===== src/rtl/trace_emitter.sv =====
// trace_emitter
//   Serialises CPU retirement events into the ASCII trace stream, one
//   character per clock. One event is accepted at a time, its cycle time is
//   converted to BCD by a 14-step double dabble, then a complete line is
//   emitted:
//     register write : ^<time>@<pc>: $<reg> <= <data>#
//     memory write   : ^<time>@<pc>: *<addr> <= <data>#
//   Hex fields are always 8 lowercase digits, MSB first. Decimal fields
//   carry no leading zeros.
//
// Ports
//   clk, reset       clock, synchronous active-high reset
//   in_valid/ready   event handshake; in_ready is high only in IDLE
//   in_is_mem        0 = register write, 1 = memory write
//   in_time          cycle time, clamped to 9999 when latched
//   in_pc/reg/addr/data  event fields
//   out_valid        out_char carries a stream character (registered)
//   out_char         ASCII character, 8'h00 when out_valid=0 (registered)
//   busy             high in CONV and EMIT
//
// Configuration macro
//   TRACE_EMIT_ZERO_FILTER_EN  register events to $0 are accepted and dropped

// One BCD digit of the double dabble: add 3 when the digit is 5 or more so
// the following left shift carries correctly into the next digit.
module trace_emitter_dd_digit (
  input  logic [3:0] d,
  output logic [3:0] q
);
  assign q = (d >= 4'd5) ? d + 4'd3 : d;
endmodule

module trace_emitter (
  input  logic        clk,
  input  logic        reset,
  input  logic        in_valid,
  output logic        in_ready,
  input  logic        in_is_mem,
  input  logic [13:0] in_time,
  input  logic [31:0] in_pc,
  input  logic [4:0]  in_reg,
  input  logic [31:0] in_addr,
  input  logic [31:0] in_data,
  output logic        out_valid,
  output logic [7:0]  out_char,
  output logic        busy
);

  localparam int NUM_DIGITS = 4;

  typedef enum logic [1:0] {IDLE, CONV, EMIT} state_t;

  state_t      state, state_nxt;

  logic        is_mem_q;
  logic [13:0] bin_q;
  logic [31:0] pc_q, addr_q, data_q;
  logic [4:0]  reg_q;
  logic [NUM_DIGITS-1:0][3:0] bcd_q, bcd_adj;
  logic [3:0]  cnt_q;
  logic [5:0]  idx_q;

  logic        drop;
  logic [13:0] time_clamped;
  logic [2:0]  nt, nr;
  logic [4:0]  reg_tens, reg_units;
  logic [7:0]  ch;
  logic        last;

  // ---------------------------------------------------------------------
  // Helpers
  // ---------------------------------------------------------------------
  function automatic logic [3:0] nib(input logic [31:0] w, input logic [5:0] k);
    nib = 4'(w >> {k, 2'b00});
  endfunction

  function automatic logic [7:0] hex_char(input logic [3:0] n);
    hex_char = (n < 4'd10) ? 8'h30 + {4'h0, n} : 8'h57 + {4'h0, n};
  endfunction

  // Common line tail after the destination field: " <= dddddddd#"
  function automatic logic [7:0] tail_char(input logic [5:0] u, input logic [31:0] d);
    case (u)
      6'd0:    tail_char = " ";
      6'd1:    tail_char = "<";
      6'd2:    tail_char = "=";
      6'd3:    tail_char = " ";
      6'd12:   tail_char = "#";
      default: tail_char = hex_char(nib(d, 6'd11 - u));
    endcase
  endfunction

  // ---------------------------------------------------------------------
  // Input qualification
  // ---------------------------------------------------------------------
`ifdef TRACE_EMIT_ZERO_FILTER_EN
  assign drop = !in_is_mem && (in_reg == 5'd0);
`else
  assign drop = 1'b0;
`endif

  assign time_clamped = (in_time > 14'd9999) ? 14'd9999 : in_time;

  // ---------------------------------------------------------------------
  // Double dabble digit correction, one instance per BCD digit
  // ---------------------------------------------------------------------
  for (genvar g = 0; g < NUM_DIGITS; g++) begin : g_dd
    trace_emitter_dd_digit u_dig (.d(bcd_q[g]), .q(bcd_adj[g]));
  end

  // ---------------------------------------------------------------------
  // Decimal field widths and register digits
  // ---------------------------------------------------------------------
  always_comb begin
    nt = 3'd1;
    if      (bcd_q[3] != 4'd0) nt = 3'd4;
    else if (bcd_q[2] != 4'd0) nt = 3'd3;
    else if (bcd_q[1] != 4'd0) nt = 3'd2;

    nr = (reg_q >= 5'd10) ? 3'd2 : 3'd1;

    reg_tens  = 5'd0;
    reg_units = reg_q;
    if (reg_q >= 5'd30) begin
      reg_tens  = 5'd3;
      reg_units = reg_q - 5'd30;
    end else if (reg_q >= 5'd20) begin
      reg_tens  = 5'd2;
      reg_units = reg_q - 5'd20;
    end else if (reg_q >= 5'd10) begin
      reg_tens  = 5'd1;
      reg_units = reg_q - 5'd10;
    end
  end

  // ---------------------------------------------------------------------
  // Character generator. idx_q walks the line; r is the offset past the
  // time field, u the offset into the shared " <= data#" tail.
  // ---------------------------------------------------------------------
  always_comb begin
    logic [5:0] r, u;
    logic       use_tail;
    ch       = 8'h00;
    last     = 1'b0;
    r        = 6'd0;
    u        = 6'd0;
    use_tail = 1'b0;
    if (idx_q == 6'd0) begin
      ch = "^";
    end else if (idx_q <= {3'b000, nt}) begin
      // Most significant printed digit sits at nibble nt-1.
      ch = 8'h30 + {4'h0, nib({16'h0000, bcd_q}, {3'b000, nt} - idx_q)};
    end else begin
      r = idx_q - {3'b000, nt} - 6'd1;
      if (r == 6'd0)       ch = "@";
      else if (r <= 6'd8)  ch = hex_char(nib(pc_q, 6'd8 - r));
      else if (r == 6'd9)  ch = ":";
      else if (r == 6'd10) ch = " ";
      else if (!is_mem_q) begin
        if (r == 6'd11) ch = "$";
        else if (r < 6'd12 + {3'b000, nr}) begin
          if (nr == 3'd2 && r == 6'd12) ch = 8'h30 + {3'b000, reg_tens};
          else                          ch = 8'h30 + {3'b000, reg_units};
        end else begin
          u        = r - 6'd12 - {3'b000, nr};
          use_tail = 1'b1;
        end
      end else begin
        if (r == 6'd11)      ch = "*";
        else if (r <= 6'd19) ch = hex_char(nib(addr_q, 6'd19 - r));
        else begin
          u        = r - 6'd20;
          use_tail = 1'b1;
        end
      end
      if (use_tail) begin
        ch   = tail_char(u, data_q);
        last = (u == 6'd12);
      end
    end
  end

  // ---------------------------------------------------------------------
  // FSM
  // ---------------------------------------------------------------------
  always_ff @(posedge clk) begin
    if (reset) state <= IDLE;
    else       state <= state_nxt;
  end

  always_comb begin
    state_nxt = state;
    in_ready  = 1'b0;
    busy      = 1'b1;
    case (state)
      IDLE: begin
        in_ready = 1'b1;
        busy     = 1'b0;
        if (in_valid && !drop) state_nxt = CONV;
      end
      CONV: if (cnt_q == 4'd13) state_nxt = EMIT;
      EMIT: if (last) state_nxt = IDLE;
      default: state_nxt = IDLE;
    endcase
  end

  // ---------------------------------------------------------------------
  // Datapath
  // ---------------------------------------------------------------------
  always_ff @(posedge clk) begin
    if (reset) begin
      is_mem_q  <= 1'b0;
      bin_q     <= '0;
      pc_q      <= '0;
      addr_q    <= '0;
      data_q    <= '0;
      reg_q     <= '0;
      bcd_q     <= '0;
      cnt_q     <= '0;
      idx_q     <= '0;
      out_valid <= 1'b0;
      out_char  <= 8'h00;
    end else begin
      out_valid <= (state == EMIT);
      out_char  <= (state == EMIT) ? ch : 8'h00;
      case (state)
        IDLE: if (in_valid && !drop) begin
          is_mem_q <= in_is_mem;
          bin_q    <= time_clamped;
          pc_q     <= in_pc;
          addr_q   <= in_addr;
          data_q   <= in_data;
          reg_q    <= in_reg;
          bcd_q    <= '0;
          cnt_q    <= '0;
          idx_q    <= '0;
        end
        CONV: begin
          {bcd_q, bin_q} <= {bcd_adj, bin_q} << 1;
          cnt_q          <= cnt_q + 4'd1;
        end
        EMIT: idx_q <= idx_q + 6'd1;
        default: ;
      endcase
    end
  end

endmodule

===== config.mk =====
export PLATFORM = sky130hd
export DESIGN_NAME = trace_emitter
export DESIGN_NICKNAME = d
export VERILOG_FILES = /design/src/rtl/trace_emitter.sv
export SDC_FILE = /design/constraint.sdc
export NUM_CORES = 1
export LEC_CHECK = 0
export ABC_AREA = 1
export CELL_PAD_IN_SITES_DETAIL_PLACEMENT = 1
export CELL_PAD_IN_SITES_GLOBAL_PLACEMENT = 2
export CORE_UTILIZATION = 27
export CTS_CLUSTER_DIAMETER = 120
export DETAILED_ROUTE_END_ITERATION = 10
export PLACE_DENSITY_LB_ADDON = 0.1
export SYNTH_ARGS = -nofsm -noshare
export SYNTH_HDL_FRONTEND = slang
export SYNTH_SLANG_ARGS = --single-unit

===== constraint.sdc =====
create_clock -name clk -period 4.9 [get_ports clk]
set_input_delay 0.49 -clock clk [delete_from_list [all_inputs] [get_ports clk]]
set_output_delay 0.49 -clock clk [all_outputs]
set_load 0.02 [all_outputs]

==> results_dict.tcl <==
set metrics [dict create \
    relSlewSlack_pct 33.1 \
    drive_gt1_share_pct 15.1 \
    finalPower_mw 4.99 \
    setup_tns_ns 0 \
    syn-instance-count 1318 \
    wl_per_cell_um 16.2 \
    io_buffer_count 128 \
    cp_data_arrival_time_ns 5.02 \
    post-route-period-util_pct 95.7 \
    slowest_stage "fa_2" \
    die_h_um 184 \
    drc 0 \
    wirelength_um 31400 \
    crit_required_ns 5.23 \
    cts_root_buf "clkbuf_16" \
    hp-start "addr_q[2]" \
    synthesis.area_sq_um 8900 \
    grt_pass1_wl_um 50400 \
    finClkSkew_ns 0.0127 \
    synth.top_cell.area_share_pct 34.2 \
    cts_buffers 17 \
    yosysWarnings 0 \
    syn_to_final_growth_pct 34.8 \
    antenna_left 0 \
    postSynthAreaPerCell_sq_um 6.76 \
    tritoncts "yes" \
    worst-r2r-cell-count 31 \
    rrSetupSlack_ns 0.21 \
    syn_nets 1482 \
    die_w_um 184 \
    row_count 66 \
    detail_route.first_pass.iterations 4 \
    rsz0062_at_grt "true" \
    vias_per_cell 4.78 \
    cp_slowest_stage_delay_ns 0.57 \
    clk_pin_slew_ns 0.08 \
    pin_count 130 \
    multiInputGateArea_sq_um 5370 \
    first_global_vias 9437 \
    n_antenna_cell 0 \
    endpoint_kind "register" \
    fp.coreArea_sq_um 32500 \
    hold_depth 2 \
    ys_ff_latch 152 \
    antenna_found_initial 0 \
    placed_area_sq_um 11000 \
    h-tree-depth 4 \
    regArea_sq_um 3050 \
    tightest_slew_ns 1.00 \
    die_area_sq_um 33700 \
    pwr_density_cell_nw_per_um2 416 \
    ys_seq_area_share_pct 34.2 \
    nets 1643 \
    start_util_pct 27.4 \
    finalMaxSlewViolations 0 \
    fmax_mhz 213 \
    drt_iter0_drc 334 \
    crit_path_start_kind "register" \
    crit_fanout 3 \
    via_count 9246 \
    finalHoldViolCount 0 \
    synthArstFlopShare_pct 0 \
    reg2reg_to "out_char[1]" \
    drv_cap 0 \
    grt_overflow 0 \
    whs_endpoint "addr_q[2]" \
    ir_drop_uv 237 \
    globalplace.congestion 0.879 \
    yosys.area.top_type "dfxtp_1" \
    stdcell_area_sq_um 12000 \
    cts_buffer_depth 2 \
    hpwl_um 23400 \
    synth_top_flop_cell "dfxtp_1" \
    synthTopCellsByCount "202 x nor2_1, 202 x o21ai_0, 176 x nand2_1" \
    grt_max_degree 88 \
    fillers 4028 \
    finalNonFillerCells 1934 \
    crit_type "register to register" \
    crit-reg2reg-launch "bcd_q[9]" \
    final_util_pct 37.0 \
    min_period_ns 4.69 \
    p_leak_nw 4.97 \
    numClockSinks 152 \
    clk_latency_ns 0.44 \
    track_usage_pct 19.0 \
    ys_top_cells_by_area "dfxtp_1 34%, o21ai_0 11%, nor2_1 8.5%" \
    yosysUniqueCellTypes 52 \
    min_path_type "register to register" \
    finalSetupViolations 0 \
    path_common_cell "inv_2" \
    dp.cells 1884 \
    synth_edf_count 0 \
    status "complete, no violations" \
]
## metal layers
layer	global-route usage, %	share of wire, %	vias up
met5	0	0	-
met4	4.57	1.0	0
met3	2.73	2.7	18
met2	31.9	48	118
met1	25.4	49	4391
li1	-	-	4719
## layout make-up
type | instances | share of cell area, %
Clock buffer | 17 | 3.54
Clock inverter | 15 | 1.84
Multi-Input combinational cell | 970 | 44.8
Timing Repair Buffer | 203 | 15.6
Inverter | 135 | 4.25
Sequential cell | 152 | 25.4
Tap cell | 442 | 4.61
## sequential cells by signal, summed over array words and instances, names as in the netlist
signal,flops
reg_q,5
addr_q,32
out_char,7
data_q,32
is_mem_q,1
pc_q,32
out_valid,1
state,2
idx_q,6
cnt_q,4
bin_q,14
bcd_q,16
## worst max-delay path: cells and delay by family, from the launching register on
kind | cells | cell delay, ns
buffers and inverters | 5 | 0.25
flip-flops | 1 | 0.33
AO/OA/AOI/OAI | 4 | 0.46
adder cells (fa/ha/maj) | 8 | 2.11
AND/OR/NAND/NOR | 14 | 1.41
## worst max path at each step
| stage | from | endpoint | slack [ns] | cells past startpoint |
|---|---|---|---|---|
| after global placement | bcd_q[9] | out_char[2] | 0.08 | 34 |
| final | bcd_q[9] | out_char[1] | 0.21 | 31 |
| after global routing | bcd_q[9] | out_char[2] | -0.08 | 33 |
| after detailed placement | bcd_q[9] | out_char[2] | -0.10 | 34 |
| after CTS | bcd_q[9] | out_char[1] | 0.02 | 31 |
| after floorplan | bcd_q[9] | out_char[1] | -0.01 | 32 |
## cells by family after synthesis
kind of cell | synth area share (%)
xor gates and xnor gates | 0.885
DFF | 34.2
and+or+nand+nor | 26.8
adders and majority gates | 6.58
other | 0.0421
AOI/OAI and AO/OA | 23.0
buffers and inverters | 8.50
## layout by cell type, fill, tap and decap left out, drive strengths merged, types with 13 or more instances in the layout
cell type / instances
a21oi: 119
buf: 75
clkbuf: 17
clkdlybuf4s50: 128
dfxtp: 152
ha: 42
inv: 142
nand2: 193
nand3: 89
nand4: 16
nor2: 216
nor3: 13
o211ai: 14
o21ai: 206
## power breakdown
| group | leakage [nW] | internal (mW) | switching [mW] |
|---|---|---|---|
| Sequential | 1.25 | 1.43 | 0.101 |
| Clock | 0.317 | 0.835 | 0.639 |
| Combinational | 3.40 | 0.745 | 1.24 |
| Total | 4.97 | 3.01 | 1.98 |
## stage by stage
| stage | setup slack (ns) | hold WS [ns] |
|---|---|---|
| global route | -0.0822 | 0.485 |
| global placement | 0.0761 | 0.438 |
| detailed placement | -0.103 | 0.448 |
| floorplan | -0.0113 | 0.425 |
| CTS | 0.0212 | 0.459 |
| finish | 0.209 | 0.453 |
## what timing repair did
item | 4_1_cts | 5_1_grt
buffers inserted | 1 | 17
hold buffers | 0 | 0
pin swaps | 10 | 34
endpoints found under the setup margin | 4 | 7
resized for setup | 6 | 67
Power figures use the tool's default switching activity.
